$ cat config.mk
export PLATFORM = sky130hd
export DESIGN_NAME = fft_data_output
export DESIGN_NICKNAME = d
export VERILOG_FILES = /design/src/rtl/fft_data_output.sv
export SDC_FILE = /design/constraint.sdc
export NUM_CORES = 1
export LEC_CHECK = 0
export BUFFER_PORTS_ARGS = -buffer_cell sky130_fd_sc_hd__buf_2
export CORE_MARGIN = 2
export CORE_UTILIZATION = 25
export DETAILED_ROUTE_END_ITERATION = 6
export PLACE_DENSITY_LB_ADDON = 0.1
export SLEW_MARGIN = 15
export SYNTH_ARGS = -nofsm -noshare
export SYNTH_HDL_FRONTEND = slang
export SYNTH_SLANG_ARGS = --single-unit
$ cat constraint.sdc
create_clock -name clk -period 7.1 [get_ports clk]
set_clock_uncertainty 0.05 [all_clocks]
set_input_delay 0.71 -clock clk [delete_from_list [all_inputs] [get_ports clk]]
set_output_delay 0.71 -clock clk [all_outputs]
set_load 0.01 [all_outputs]
$ cat src/rtl/fft_data_output.sv
// Capture stage: stores one FFT result frame from AXIS into RE/IM RAM banks, exposes it as a word read port.
// Latency: beat written on acceptance edge; rData valid after the second edge following rEn.
// Backpressure: s_tready high only while in CAPTURE; core is stalled in IDLE/DONE and after the last beat.

module ad_mem #(
  parameter int DATA_WIDTH    = 32,
  parameter int ADDRESS_WIDTH = 3
) (
  input  logic                     clka,
  input  logic                     wea,
  input  logic [ADDRESS_WIDTH-1:0] addra,
  input  logic [DATA_WIDTH-1:0]    dina,
  input  logic                     clkb,
  input  logic                     reb,
  input  logic [ADDRESS_WIDTH-1:0] addrb,
  output logic [DATA_WIDTH-1:0]    doutb
);

  logic [DATA_WIDTH-1:0] m [0:(2**ADDRESS_WIDTH)-1];

  always_ff @(posedge clka) begin
    if (wea) m[addra] <= dina;
  end

  always_ff @(posedge clkb) begin
    if (reb) doutb <= m[addrb];
  end

endmodule

module fft_data_output #(
  parameter  int NFFT               = 3,
  localparam int POINT_SIZE         = 2**NFFT,
  localparam int N_ELEMENTS         = POINT_SIZE*2,
  localparam int ELEMENTS_ADDR_SIZE = $clog2(N_ELEMENTS)
) (
  input  logic                          clk,
  input  logic                          resetn,
  input  logic                          s_tvalid,
  output logic                          s_tready,
  input  logic                          s_tlast,
  input  logic [63:0]                   s_tdata,
  input  logic [ELEMENTS_ADDR_SIZE-1:0] rAddr,
  input  logic                          rEn,
  output logic [31:0]                   rData,
  input  logic                          arm,
  output logic                          capturing,
  output logic                          done,
  output logic                          err_short,
  output logic                          err_long,
  output logic [ELEMENTS_ADDR_SIZE-1:0] sample_count
);

  localparam logic [ELEMENTS_ADDR_SIZE-1:0] LAST_IDX  = ELEMENTS_ADDR_SIZE'(POINT_SIZE-1);
  localparam logic [ELEMENTS_ADDR_SIZE-1:0] MAX_COUNT = ELEMENTS_ADDR_SIZE'(POINT_SIZE);

  typedef enum logic [1:0] {IDLE, CAPTURE, DONE} state_t;

  state_t state, state_nxt;

  logic        accept;
  logic        at_last_idx;
  logic        frame_end;
  logic        arm_go;
  logic        mem_reb;
  logic [31:0] re_dout;
  logic [31:0] im_dout;
  logic        rd_en_q;
  logic        rd_sel_q;
  logic        rd_lock_q;

  // s_tready is only ever high in CAPTURE, so acceptance implies CAPTURE
  assign accept      = s_tvalid && s_tready;
  assign at_last_idx = (sample_count == LAST_IDX);
  assign frame_end   = accept && (s_tlast || at_last_idx);
  assign arm_go      = arm && (state != CAPTURE);
  assign mem_reb     = rEn && resetn;

  always_comb begin
    state_nxt = state;
    case (state)
      IDLE:    if (arm) state_nxt = CAPTURE;
      CAPTURE: if (frame_end) state_nxt = DONE;
      DONE:    if (arm) state_nxt = CAPTURE;
      default: state_nxt = IDLE;
    endcase
  end

  always_ff @(posedge clk) begin
    if (!resetn) begin
      state        <= IDLE;
      s_tready     <= 1'b0;
      capturing    <= 1'b0;
      done         <= 1'b0;
      err_short    <= 1'b0;
      err_long     <= 1'b0;
      sample_count <= '0;
    end else begin
      state     <= state_nxt;
      s_tready  <= (state_nxt == CAPTURE);
      capturing <= (state_nxt == CAPTURE);
      done      <= (state_nxt == DONE);
      if (arm_go) begin
        err_short    <= 1'b0;
        err_long     <= 1'b0;
        sample_count <= '0;
      end else if (accept) begin
        if (sample_count != MAX_COUNT)
          sample_count <= sample_count + ELEMENTS_ADDR_SIZE'(1);
        if (s_tlast && !at_last_idx)
          err_short <= 1'b1;
        if (!s_tlast && at_last_idx)
          err_long <= 1'b1;
      end
    end
  end

  ad_mem #(
    .DATA_WIDTH    (32),
    .ADDRESS_WIDTH (ELEMENTS_ADDR_SIZE-1)
  ) u_re_mem (
    .clka  (clk),
    .wea   (accept),
    .addra (sample_count[ELEMENTS_ADDR_SIZE-2:0]),
    .dina  (s_tdata[31:0]),
    .clkb  (clk),
    .reb   (mem_reb),
    .addrb (rAddr[ELEMENTS_ADDR_SIZE-1:1]),
    .doutb (re_dout)
  );

  ad_mem #(
    .DATA_WIDTH    (32),
    .ADDRESS_WIDTH (ELEMENTS_ADDR_SIZE-1)
  ) u_im_mem (
    .clka  (clk),
    .wea   (accept),
    .addra (sample_count[ELEMENTS_ADDR_SIZE-2:0]),
    .dina  (s_tdata[63:32]),
    .clkb  (clk),
    .reb   (mem_reb),
    .addrb (rAddr[ELEMENTS_ADDR_SIZE-1:1]),
    .doutb (im_dout)
  );

  // Lock is sampled with the request so a read issued mid-capture returns 0
  always_ff @(posedge clk) begin
    if (!resetn) begin
      rd_en_q   <= 1'b0;
      rd_sel_q  <= 1'b0;
      rd_lock_q <= 1'b0;
      rData     <= '0;
    end else begin
      rd_en_q   <= rEn;
      rd_sel_q  <= rAddr[0];
      rd_lock_q <= capturing;
      if (rd_en_q)
        rData <= rd_lock_q ? 32'd0 : (rd_sel_q ? im_dout : re_dout);
    end
  end

endmodule

## After elaboration in Yosys (flattened, before gate mapping)

Memories as Yosys holds them, arrays and structs flattened. A register that Yosys moved wholly into a read port is not among the register bits.
Cells that the tools add are included.

| operators by class | value |
|---|---|
| $add $sub $neg | 1 |
| multipliers | 0 |
| divide/modulo/power cells | 0 |
| $lt $le $gt $ge | 0 |
| equality and inequality tests | 7 |
| shift operators | 0 |
| muxes and demuxes | 7 |
| bitwise gates (word level) | 1 |
| reductions and logical operators | 15 |

Operators by type and width:

| operator | count |
|---|---|
| 32-bit two-way mux | 2 |
| 1-bit logical AND | 6 |
| 2-bit AND reduction | 3 |
| 4-bit by 1-bit adder with 4-bit output (second input constant) | 1 |
| 2-bit by 1-bit equality test with 1-bit output (second input constant) | 2 |
| 2-bit equality test (second input constant) | 2 |
| 4-bit by 3-bit equality test with 1-bit output (second input constant) | 1 |
| 2-bit two-way mux | 2 |
| 4-bit != test (second input constant) | 1 |
| 2-bit case mux with 2 select lines | 1 |
| 2-bit OR reduction | 2 |
| 1-bit zero test | 2 |
| 2-bit zero test | 1 |
| 1-bit two-way mux | 2 |
| 2-bit by 1-bit != test with 1-bit output (second input constant) | 1 |
| 1-bit logical OR | 1 |
| 1-bit inverter | 1 |

| storage, ports and cells | value |
|---|---|
| register bits | 45 |
| latch bits | 0 |
| bits in writable memories | 512 |
| ROM bits | 0 |
| output and inout port bits | 41 |
| logic and storage cells | 43 |
| memories kept | 2 |

Memories:

| name | depth | bits a word | rd ports | clocked after Yosys merged registers in | write ports | RTL line | text |
|---|---|---|---|---|---|---|---|
| u_im_mem.m | 8 | 32 | 1 | 1 | 1 | 19 | `logic [DATA_WIDTH-1:0] m [0:(2**ADDRESS_WIDTH)-1];` |
| u_re_mem.m | 8 | 32 | 1 | 1 | 1 | 19 |  |

## Depth between registers and ports, before layout

Gate-level depths: netlist (run 1).

| depth | value |
|---|---|
| depth after elaboration | 6 |
| gate-level depth with buffers | 5 |

## By module

A second synthesis (run 1) with hierarchy kept.

| second synthesis, totals | value |
|---|---|
| cells, all modules | 1065 |
| area total of the unflattened synthesis | 23674.0 µm² |

By module, submodules not included:

| module | instances | cells an instance | area each (µm²) | seq. area each (µm²) |
|---|---|---|---|---|
| ad_mem | 2 | 415 | 10786.6 | 8648.3 |
| fft_data_output | 1 | 235 | 2100.8 | 900.9 |

## Worst setup path before layout (run 1)

OpenSTA, ideal clock, no wires.

| path | value |
|---|---|
| path type | input to register |
| from | in s_tvalid |
| to | mem u_im_mem.m[0][0] (enable) |
| library setup time | 644 ps |
| data arrival time | 6925 ps |
| data required time | 6406 ps |
| setup slack | -519 ps |
| stages | 2 |
| cell sequence | nand2_1 > nor4_1 |

| between the ends | value |
|---|---|
| cells in the longest elaborated chain, start to end | 3 |

RTL lines:

| item | RTL line | text |
|---|---|---|
| start, declared | 39 | `input logic s_tvalid,` |
| 1-bit logical AND | 73 | `assign accept = s_tvalid && s_tready;` |
| 1-bit two-way mux | 22 | `if (wea) m[addra] <= dina;` |
| 1-bit two-way mux (not written as such) | 22 |  |
| end, declared | 19 |  |

Every way passes these cells.

## Worst setup path in the final report (run 1)

| path | value |
|---|---|
| from | reg sample_count[0] |
| to | mem u_im_mem.m[3][27] (enable) |

RTL lines:

| item | RTL line | text |
|---|---|---|
| start, declared | 51 | `output logic [ELEMENTS_ADDR_SIZE-1:0] sample_count` |
| start signal, assigned | 109 | `sample_count <= sample_count + ELEMENTS_ADDR_SIZE'(1);` |

No word-level cell before the write port.

==> summary by stage, run 1 <==
Synthesis
Of the post-synthesis cell area, the dominant cell type holds ~75%. Synthesis produced around 1k cells. The synthesized netlist devotes 0% of its cell area to XOR and XNOR gates. The count of cell types in the netlist is 31. The async set-reset flop share out of synthesis is 0%. Counting flops with a built-in enable in the synthesized netlist gives ~580.

The synthesized netlist devotes less than 1% of its cell area to adder and majority cells. The synthesized area per cell is around 23 um2. The number of nets in the synthesized netlist is 1,094. In the synthesized netlist the dominant register cell turns out to be sky130_fd_sc_hd__edfxtp_1. After synthesis the netlist holds a flip-flop and latch count of approximately 620. The synthesized netlist occupies a cell area of 23,100 um2. The fraction of the mapped netlist area in simple logic gates is about 1.3%. The combinational family with the most area after synthesis is multiplexers. The number of warning messages in the yosys log is 0. The sequential element share of the synthesized area is 78.6%. sky130_fd_sc_hd__edfxtp_1 takes more of the synthesized area than any other cell. By area the synthesized netlist is led by sky130_fd_sc_hd__edfxtp_1 (75%), sky130_fd_sc_hd__mux4_2 (12%), sky130_fd_sc_hd__dfxtp_1 (3.9%). Of the post-synthesis cell area, the part taken by muxes is between 15 and 20%. Summing the areas of all compound-gate instances in the mapped netlist gives approximately 1.6% of the synthesized area.

Finish
The signed area change from the synthesized netlist to the final layout is 18.7%. After the last flow step, the layout net total stands at 1,253. The finished cells cover 27,500 um2. In the final layout, the share of cells above drive strength 1 is around 35%.

Run
The number of violations of the max-capacitance limit is 0.

Detailed routing
In the routed layout, each cell is associated on average with a via count of 4.32. The routed design has roughly 57 mm of wire. The average wire per standard cell is approximately 24 um.

The detailed router placed around 10k vias in this run. The pre-antenna-repair detailed-routing pass consisted of 4 iterations. For this run, design rule violations remaining after detail routing come to 0. The detail route stage leaves a number of antenna-violating nets equal to 0. The count of routing violations after the opening detailed-route iteration is around 720.

Clock network
Clock-pin slew was measured on the worst setup and hold paths at 60 ps. TritonCTS built the clock tree. Once the clock tree was built, the resizer swapped 0 gates to a different size. For this design, the sink count on the clock tree is between 600 and 700. In this run the clock root is driven by a sky130_fd_sc_hd__clkbuf_16.

The deepest level of the CTS H-tree is 3. The number of buffers added by the clock tree synthesis step is 73. The source-to-sink clock delay at the later pin of the worst-skew pair is about 620 ps. The maximum clock path buffer count is 3. The post-CTS setup buffer count is 0. The number of buffers inserted for hold repair after clock tree synthesis is 0.

Die
The top-level I/O count is between 100 and 150. The die covers 95,000 um2. The site row count is 111.

The floorplan step set the die height to ~300 um. The area of the core is roughly 92,000 um2. Once the floorplan was initialized, standard cells occupied between 20 and 30% of the core.

The die boundary width is ~310 um.

Outcome
The run finished with clean final reports.

Placed design
The count of buffers added on input and output ports is approximately 110. The congestion estimate from routability-driven global placement came to ~0.67. Once detailed placement completed, the half-perimeter wirelength came to about 30 mm. The post-placement cell area is approximately 25,000 um2.

Global route
The via count of the first global-routing pass is approximately 11k. The number of antenna violations at the first check in global routing was 13. The first global-routing pass estimated 83.3 mm of wire.

Summed over all layers, the global routing overflow is 0. Entering global routing, the biggest net connects 77 pins. The total global routing track utilization is roughly 12%.

Power and ir drop
The leakage power is 8.80 nW. VDD sags by at most 0.000143 V. In this run the power density over the cells is 293 nW/um2.

Timing
Setup violations remaining at the end of the flow were counted as 0. The final sum of negative setup slack is 0 ps. Setup repair after global routing left no endpoint under its margin.

Of the available clock period, the critical path in the final layout requires 44.7%. The worst relative slew slack is a little under 30%. The total count of hold-check failures in the final report is 0. For the pin with the worst max-slew slack, the measured transition is 1060 ps. The final-report max-slew violation count is 0. After layout, the minimum clock period comes to between 3000 and 4000 ps. Derived from the worst setup path, the maximum achievable clock frequency is 0.315 GHz.

Worst setup path
In this run the worst path has a maximum fanout of slightly below 50. The worst setup path is launched from a flop. STA classifies the critical path endpoint as a flop. The type of the worst setup path is reg2reg. The endpoint identified for the worst register-to-register timing path is u_im_mem.m[3][27]$_DFFE_PP_. The data arrival time of the critical path is about 3300 ps. Data on the critical path is required at its endpoint by ~7300 ps. The worst reg2reg path depth is 3.

In this run the critical register-to-register path is launched from sample_count[0]$_SDFFE_PP0P_. The internal reg-to-reg setup slack is a little under 4000 ps.

Worst hold path
The instance count along the most critical hold path is 2. In this run the most critical hold path is launched from rAddr[0]. The path class of the tightest hold or removal check is in2reg. For hold timing, the worst endpoint is rd_sel_q$_SDFF_PN0_.
## sequential cells by signal, indices dropped and copies added (netlist names)
name,count
capturing,1
rd_lock_q,1
sample_count,4
err_short,1
rd_en_q,1
u_im_mem.doutb,32
rData,32
state,2
u_im_mem.m,256
done,1
u_re_mem.doutb,32
rd_sel_q,1
err_long,1
u_re_mem.m,256
## worst max path at each step
| stage | slack, ps | startpoint | end | cells after the start |
|---|---|---|---|---|
| finish | 3920 | sample_count[0]$_SDFFE_PP0P_ | u_im_mem.m[3][27]$_DFFE_PP_ | 3 |
| detailed placement | 3690 | s_tvalid | u_im_mem.m[3][27]$_DFFE_PP_ | 4 |
| CTS | 3750 | sample_count[0]$_SDFFE_PP0P_ | u_im_mem.m[3][26]$_DFFE_PP_ | 3 |
| floorplan | 1190 | s_tvalid | u_im_mem.m[4][0]$_DFFE_PP_ | 2 |
| global route | 3650 | sample_count[0]$_SDFFE_PP0P_ | u_im_mem.m[3][26]$_DFFE_PP_ | 3 |
| global placement | 3690 | s_tvalid | u_im_mem.m[3][27]$_DFFE_PP_ | 4 |
## cell type report
type	instances	area, um2
fill	8903	64200
sequential	621	18200
multi-input combinational	340	4690
clock buffer	94	1970
tap	1186	1480
timing repair buffer	134	752
clock inverter	38	338
inverter	7	26.3
antenna	3	7.51
## kinds of logic (layout without fill, tap and decap cells)
| family | after synthesis | count (layout) |
|---|---|---|
| other | 0 | 3 |
| flip-flops | 621 | 621 |
| adder cells (fa/ha/maj) | 2 | 2 |
| multiplexers | 225 | 225 |
| AND/OR/NAND/NOR | 65 | 65 |
| AO/OA/AOI/OAI | 48 | 48 |
| buffers and inverters | 57 | 273 |
## power breakdown
group	internal, mW	switching, mW	leakage (nW)
registers	4.06	0.0262	5.58
clock network	2.12	1.49	1.12
logic	0.152	0.194	2.10
total	6.33	1.71	8.80
## synthesized netlist by cell type (2+ instances only)
master / n
sky130_fd_sc_hd__inv_1: 6
sky130_fd_sc_hd__buf_1: 10
sky130_fd_sc_hd__mux2i_1: 33
sky130_fd_sc_hd__o21ai_0: 4
sky130_fd_sc_hd__ha_1: 2
sky130_fd_sc_hd__nand3_1: 4
sky130_fd_sc_hd__nor3_1: 4
sky130_fd_sc_hd__mux4_2: 128
sky130_fd_sc_hd__and2_1: 5
sky130_fd_sc_hd__nor2_1: 39
sky130_fd_sc_hd__buf_4: 4
sky130_fd_sc_hd__dfxtp_1: 45
sky130_fd_sc_hd__and3b_1: 2
sky130_fd_sc_hd__nand2_1: 4
sky130_fd_sc_hd__nand2b_1: 2
sky130_fd_sc_hd__buf_2: 6
sky130_fd_sc_hd__a2bb2oi_1: 33
sky130_fd_sc_hd__mux2_2: 64
sky130_fd_sc_hd__edfxtp_1: 576
sky130_fd_sc_hd__clkbuf_1: 19
sky130_fd_sc_hd__a21oi_1: 8
sky130_fd_sc_hd__buf_6: 11
## routing by layer
metal | GRT usage [%] | share of wire, % | vias up
met1 | 16.9 | 46 | 5571
met2 | 19.4 | 47 | 221
li1 | - | - | 4576
met3 | 2.76 | 5.2 | 91
met5 | 0 | 0.096 | -
met4 | 3.98 | 1.9 | 10
## worst max-delay path, stage by stage, from the launching register on
cell and delay [ps]:
sky130_fd_sc_hd__dfxtp_1 620, sky130_fd_sc_hd__nand3_1 450, sky130_fd_sc_hd__nor2_4 730, sky130_fd_sc_hd__buf_4 840
## cells in the final DEF, fill, tap and decap left out, drive strengths merged, types with 9 or more instances in the layout
cell and instances:
buf 134, dfxtp 45, clkbuf 94, clkinv 30, mux4 128, inv 9
mux2i 33, a2bb2oi 33, edfxtp 576, mux2 64, nor2 39
## per-stage QoR
stage / instances / total power [mW] / hold slack [ps] / utilization (%) / worst slack [ps]
global placement: 2288 / 4.52 / 401 / 27.4 / 3690
CTS: 2420 / 8.19 / 243 / 30.0 / 3750
finish: 2423 / 8.03 / 291 / 30.0 / 3920
global route: 2420 / 8.35 / 261 / 30.0 / 3650
detailed placement: 2288 / 4.52 / 414 / 27.4 / 3690
floorplan: 1018 / 4.37 / 405 / - / 1190
(Power assumes the default switching activity.)
==> run 2: changes to the inputs <==
==> constraint.sdc (replaced) <==
create_clock -name clk -period 3 [get_ports clk]
set_clock_uncertainty 0.05 [all_clocks]
set_input_delay 0.3 -clock clk [delete_from_list [all_inputs] [get_ports clk]]
set_output_delay 0.3 -clock clk [all_outputs]
set_load 0.01 [all_outputs]
==> summary by stage, run 2 (synthesized netlist as in run 1, its figures left out) <==
Power and ir drop
VDD sags by at most between 0.0002 and 0.0003 V. The power share of the clock group is between 40% and 50%. The share of total power in sequential cells is ~50%. The power density relative to cell area is between 600 and 700 nW/um2.

The part of the total power dissipated in combinational logic is around 4.8%. The fraction of power spent switching nets is about a fifth. The internal power of the cells totals between 15 and 20 mW. The net switching component of the power is approximately 4.0 mW. The leakage power is about 9.3 nW.

Clock network
The tree is rooted in a sky130_fd_sc_hd__clkbuf_16. The TritonCTS clock tree is done. The number of buffers added by the clock tree synthesis step is between 70 and 80.

The deepest level of the CTS H-tree is 3. In this run the post-CTS setup repair buffer count came out at 0. The source-to-sink clock delay at the later pin of the worst-skew pair is ~610 ps. The number of sinks on the clock net is a little over 600.

Clock-pin slew was measured on the worst setup and hold paths at around 60 ps. In this run the deepest clock path goes through 3 buffers.

Worst hold path
The worst hold path class is in2reg. The end of the worst hold path is sample_count[2]$_SDFFE_PP0P_. The launch instance of the worst min-delay path is s_tvalid. The worst hold path was traced through 4 stages.

Worst setup path
STA puts the critical path data arrival time at between 2000 and 2500 ps. The critical path launch point is sample_count[0]$_SDFFE_PP0P_. The maximum cell stage delay along the critical path is ~520 ps. The signal on the critical path passes through nand3_1 -> nor2_4 -> buf_12. The worst register-to-register path ends at u_re_mem.m[3][25]$_DFFE_PP_.

The critical path is of the reg2reg type. The worst register-to-register path has a depth of 3. Setup slack on the worst reg-to-reg path comes out at around 810 ps.

STA puts the critical path data required time at between 3000 and 4000 ps. STA classifies the critical path endpoint as a flop. The startpoint of the lowest-slack register-to-register path is sample_count[0]$_SDFFE_PP0P_. Of all nets on the critical path, the largest fanout is 31. Among all stages on the critical path, the largest delay is contributed by sky130_fd_sc_hd__nor2_4. The type of origin of the critical path is a flop.

Global route
The number of antenna violations at the first check in global routing came to 13. The global route total overflow is 0. The via count of the first global-routing pass came to between 10k and 15k. The total global routing track utilization is about an eighth.

The wire length of the first global-routing pass is 85.2 mm. Entering global routing, the biggest net connects 65 pins.

Detailed routing
The number of detailed-routing iterations run before antenna repair is 4. Dividing the detail-routed wire length by the instance count gives approximately 23 um. Using the TritonRoute via totals, the vias-per-cell ratio works out to ~4.3.

The post-route antenna net violation count is 0. The final wirelength is a little under 60 mm. The total via count in the routed design is 10.8k. After detailed routing, the number of remaining DRC violations is 0.

The count of routing violations after the opening detailed-route iteration is between 700 and 800.

Timing
The total count of hold-check failures in the final report is 0. The fraction of the cycle the final worst path needs is 73.1%. The top achievable clock speed is 0.456 GHz. The number of setup violations in the final report is 0. The final-report max-slew violation count is 0. The worst-margin pin slew is roughly 1000 ps. The worst relative slew slack is ~34%. The minimum setup slack in the final design is around 810 ps. The worst hold slack across all endpoints is between 60 and 70 ps. Setup repair after global routing left no endpoint under its margin. The post-layout minimum cycle time is 2190 ps.

Finish
Leaving out fill and tap cells, the most frequent cells in the layout are sky130_fd_sc_hd__edfxtp_1 (576), sky130_fd_sc_hd__mux4_2 (128), sky130_fd_sc_hd__buf_2 (111). The largest registers in the layout are u_im_mem.m: 256 flops, u_re_mem.m: 256 flops. The sequential cell area is about 18,000 um2. Compared with the post-synthesis result, the final layout area differs by 24.1%. The fill cell total of the finished layout is between 8k and 9k. The net count reported at finish is between 1k and 1.5k. The utilization after layout is 31.3%. Summing all multi-input logic gate instances after layout gives approximately 4700 um2. Leaving out fill and tap cells, the most frequent cell in the layout is sky130_fd_sc_hd__edfxtp_1. Cells with a size suffix above 1 make up 35.3% of the layout.

Placed design
The count of buffers added on input and output ports is 114. The detailed placement HPWL is about 33 mm. The congestion estimate from routability-driven global placement came to 0.676.

The setup slack after placement is between 800 and 900 ps.

Die
From bottom edge to top edge, the die measures 308 um. The floorplan step set the die width to 308 um. The area enclosed by the die boundary is ~95,000 um2. The area of the core is just over 90,000 um2. The top-level I/O count is around 120. The initial cell density of the core is 25.2%.

The site row count is approximately 110.

Outcome
The run finished with clean final reports.

Run
The tool flagged a number of max-cap violations equal to 0.
## run 2: changes by cell type in the layout (fill, tap and decap cells not counted), sizes merged
cell	delta
bufinv	+2
clkinvlp	+1
diode	+2
clkbuf	-3
clkinv	-2
buf	+18
inv	-1
dlygate4sd3	+72
## run 2: stage by stage
stage	instances	cell area, um2	TNS (ps)	power, mW
floorplan	1018	23200	-185620	10.3
global placement	2306	25600	0	10.7
detailed placement	2306	25600	0	10.7
CTS	2507	28700	0	19.7
global route	2510	28700	0	20.1
finish	2512	28700	0	19.3
## run 2: metal layers
| metal | track usage [%] | vias up | routed length (um) |
|---|---|---|---|
| met5 | 0 | - | 64 |
| met4 | 4.07 | 10 | 1170 |
| met3 | 2.57 | 89 | 2880 |
| met2 | 19.9 | 192 | 27200 |
| met1 | 17.3 | 5734 | 27200 |
| li1 | - | 4771 | - |
## run 2: power groups by stage
stage / combinational [mW] / clock, mW / sequential, mW
CTS: 0.974 / 9.05 / 9.67
global route: 1.03 / 9.40 / 9.67
detailed placement: 0.886 / 0 / 9.85
finish: 0.936 / 8.73 / 9.67
global placement: 0.880 / 0 / 9.85
floorplan: 0.505 / 0 / 9.83
## run 2: worst max-delay path by stage
stage | to | slack (ps) | cells past startpoint
floorplan | u_im_mem.m[6][0]$_DFFE_PP_ | -730 | 3
finish | u_re_mem.m[3][25]$_DFFE_PP_ | 810 | 3
global route | u_re_mem.m[3][25]$_DFFE_PP_ | 680 | 3
global placement | u_re_mem.m[3][25]$_DFFE_PP_ | 840 | 3
detailed placement | u_re_mem.m[3][25]$_DFFE_PP_ | 810 | 3
CTS | u_re_mem.m[3][29]$_DFFE_PP_ | 790 | 3
## run 2: cell type report
class | instances | share of cell area [%]
sequential | 621 | 63.4
multi-input combinational | 340 | 16.4
clock buffer | 91 | 7.00
clock inverter | 38 | 1.25
timing repair buffer | 224 | 6.60
antenna | 5 | 0.0436
tap | 1186 | 5.17
inverter | 7 | 0.0915
## run 2: worst max-delay path: cells and delay by family, from the launching register on
family	cells	cell delay [ps]
buffers and inverters	1	330
AND/OR/NAND/NOR	2	940
flip-flops	1	500
## run 2: timing repair
item | CTS | global route
resized for setup | 0 | 0
hold buffers | 72 | 0
setup endpoints to repair | 0 | 0
endpoints found under the hold margin | 524 | 0
==> run 3: changes to the inputs <==
==> constraint.sdc (replaced) <==
create_clock -name clk -period 2.15 [get_ports clk]
set_clock_uncertainty 0.05 [all_clocks]
set_input_delay 0.215 -clock clk [delete_from_list [all_inputs] [get_ports clk]]
set_output_delay 0.215 -clock clk [all_outputs]
set_load 0.01 [all_outputs]
==> summary by stage, run 3 (synthesized netlist as in run 1, its figures left out) <==
Outcome
The run finished with clean final reports.

Die
The die is a little over 300 um wide. In this run the standard cell core region covers around 92,000 um2. The site row count is between 100 and 150.

The initial cell density of the core is between 20% and 30%. ~120 I/O pins were placed. The die covers 95,000 um2. Measured along the y axis, the die boundary spans between 300 and 400 um.

Clock network
Gates resized during post-CTS repair numbered 0. The TritonCTS clock tree is done. The deepest level of the CTS H-tree is 3. Counting the buffers created by CTS gives slightly above 70. The post-CTS setup buffer count is 0. The tree is rooted in a sky130_fd_sc_hd__clkbuf_16.

CTS saw approximately 620 sinks. The post-CTS clock slew at the launch and capture registers of the worst setup and hold paths is around 60 ps. Counting along the longest clock path gives a buffer depth of 3.

The source-to-sink clock delay at the later pin of the worst-skew pair is 610 ps.

Worst setup path
The critical path goes through nand2_1 -> nor3_4 -> buf_12. The maximum fanout along the worst path is 24. The critical path required time is roughly 2400 ps. The critical path launch point is sample_count[1]$_SDFFE_PP0P_. Grouping stages by cell kind, the critical path spends the most delay in simple AND/OR/NAND/NOR gates. The master of the slowest instance on the critical path is sky130_fd_sc_hd__dfxtp_1. The endpoint kind of the worst setup timing path is a flop.

The type of the worst setup path is reg2reg. The data arrival time of the critical path is approximately 2200 ps. Together, buffers and inverters on the worst path number 1.

STA classifies the critical path startpoint as a flop. The worst register-to-register path begins at sample_count[1]$_SDFFE_PP0P_. The largest single stage delay on the critical path is approximately 570 ps.

Finish
The cell area after layout is about 29,000 um2. The post-route netlist has a little over a third of its cells at a drive strength greater than 1. Cells fill 31.4% of the core in the end. The library cell used most frequently in the layout, excluding fill and tap cells, is sky130_fd_sc_hd__edfxtp_1. The largest registers in the layout are u_im_mem.m: 256 flops, u_re_mem.m: 256 flops. The signed area change from the synthesized netlist to the final layout is 24.5%. The net count reported at finish is roughly 1.4k. In the layout the commonest cells are sky130_fd_sc_hd__edfxtp_1 (576), sky130_fd_sc_hd__mux4_2 (128), sky130_fd_sc_hd__buf_2 (111).

Worst hold path
The tightest min-delay check is of the in2reg type. The launch instance of the worst min-delay path is s_tvalid.

Timing
The total count of hold-check failures in the final report is 0. Derived from the worst setup path, the maximum achievable clock frequency is between 0.5 and 0.6 GHz. After layout, the minimum clock period comes to ~1900 ps. In the final timing run, aggregate negative setup slack is 0 ps. Setup repair after global routing left no endpoint under its margin. The worst-margin pin slew is between 500 and 600 ps. The minimum setup slack in the final design is approximately 240 ps. The final-report max-slew violation count came to 0. The fraction of the cycle the final worst path needs is about nine tenths. Setup violations remaining at the end of the flow were counted as 0.

The worst relative slew slack is between 60 and 70%.

Detailed routing
After detailed routing, the number of remaining DRC violations is 0. Before antenna repair, the detailed router went through 5 iterations. The count of routing violations after the opening detailed-route iteration is slightly above 700. Using the TritonRoute via totals, the vias-per-cell ratio works out to ~4.3. The final wirelength is about 59 mm. The total via count in the routed design is 10.8k. In the final routed layout, each cell accounts on average for between 20 and 25 um. Once detail routing completed, the nets flagged for antenna violations numbered 0.

Power and ir drop
Power comes to about 26 mW. Power spread over the standard cell area amounts to a little over 900 nW/um2. The leakage power is ~9.3 nW. The worst ir drop on vdd is 0.000530 V.

Run
Across the run, the number of max-cap violations was 0.

Placed design
Once placement finished, the instance area stood at approximately 26,000 um2. Input and output buffers added on the ports amount to 114. At the placement stage, the worst setup path has a slack of 267 ps. The detailed placement HPWL is ~35 mm. The final weighted congestion in routability-driven placement is 0.690.

Global route
Entering global routing, the biggest net connects 53 pins. The via count of the first global-routing pass is between 10k and 15k. Global routing finished with a remaining overflow of 0.

The total global routing track utilization is between 10% and 20%. The number of antenna violations at the first check in global routing was 8. The wire length of the first global-routing pass is roughly 86 mm.
## run 3: cell types whose count changed in the layout (fill, tap and decap cells not counted), sizes merged
| cell | change |
|---|---|
| buf | +18 |
| bufinv | -2 |
| inv | +1 |
| clkinv | -4 |
| dlygate4sd3 | -1 |
| clkbuf | +4 |
| clkinvlp | -1 |
## run 3: final timing paths
| path | slack, ps | to | depth (start not counted) |
|---|---|---|---|
| min reg2reg | 430 | rData[0]$_SDFFE_PN0P_ | 2 |
| max | 240 | u_re_mem.m[6][6]$_DFFE_PP_ | 3 |
| min | 50 | sample_count[2]$_SDFFE_PP0P_ | 4 |
| max reg2reg | 240 | u_re_mem.m[6][6]$_DFFE_PP_ | 3 |
## run 3: final cells by class
class                   count  area (um2)
fillers                  8852       62900
flip-flops and latches    621       18200
clock inverters            32         260
clock buffers              95        1960
diodes                      5        12.5
inverters                   7        26.3
repair buffers            241        2120
well taps                1186        1480
multi-input cells         340        4740
## run 3: per-stage QoR
| stage | hold slack [ps] | cells |
|---|---|---|
| floorplan | 264 | 1018 |
| global placement | 396 | 2324 |
| detailed placement | 396 | 2324 |
| CTS | 0.617 | 2522 |
| global route | 59.9 | 2524 |
| finish | 45.2 | 2527 |
## run 3: worst reg2reg max path: cells and delay by family (launching register included)
kind	cells	cell delay (ps)
AND/OR/NAND/NOR	2	660
buffers and inverters	1	280
flip-flops	1	570
## run 3: power by group
part	total [mW]	internal (mW)	switching (mW)	leakage, nW
logic	1.35	0.657	0.696	2.68
clock network	11.6	6.88	4.71	1.08
registers	13.5	13.4	0.0935	5.58
## run 3: per-layer routing
metal	vias up	share of wire (%)	wire [um]	global-route usage (%)
met1	5769	48	28100	17.8
met4	8	1.9	1150	3.99
met5	-	0.080	47	0
met3	83	4.0	2340	2.37
li1	4791	-	-	-
met2	187	46	27400	19.7
## run 3: timing repair
| action | CTS | global route |
|---|---|---|
| hold endpoints to repair | 525 | 0 |
| hold buffers | 71 | 0 |
| setup endpoints to repair | 0 | 0 |
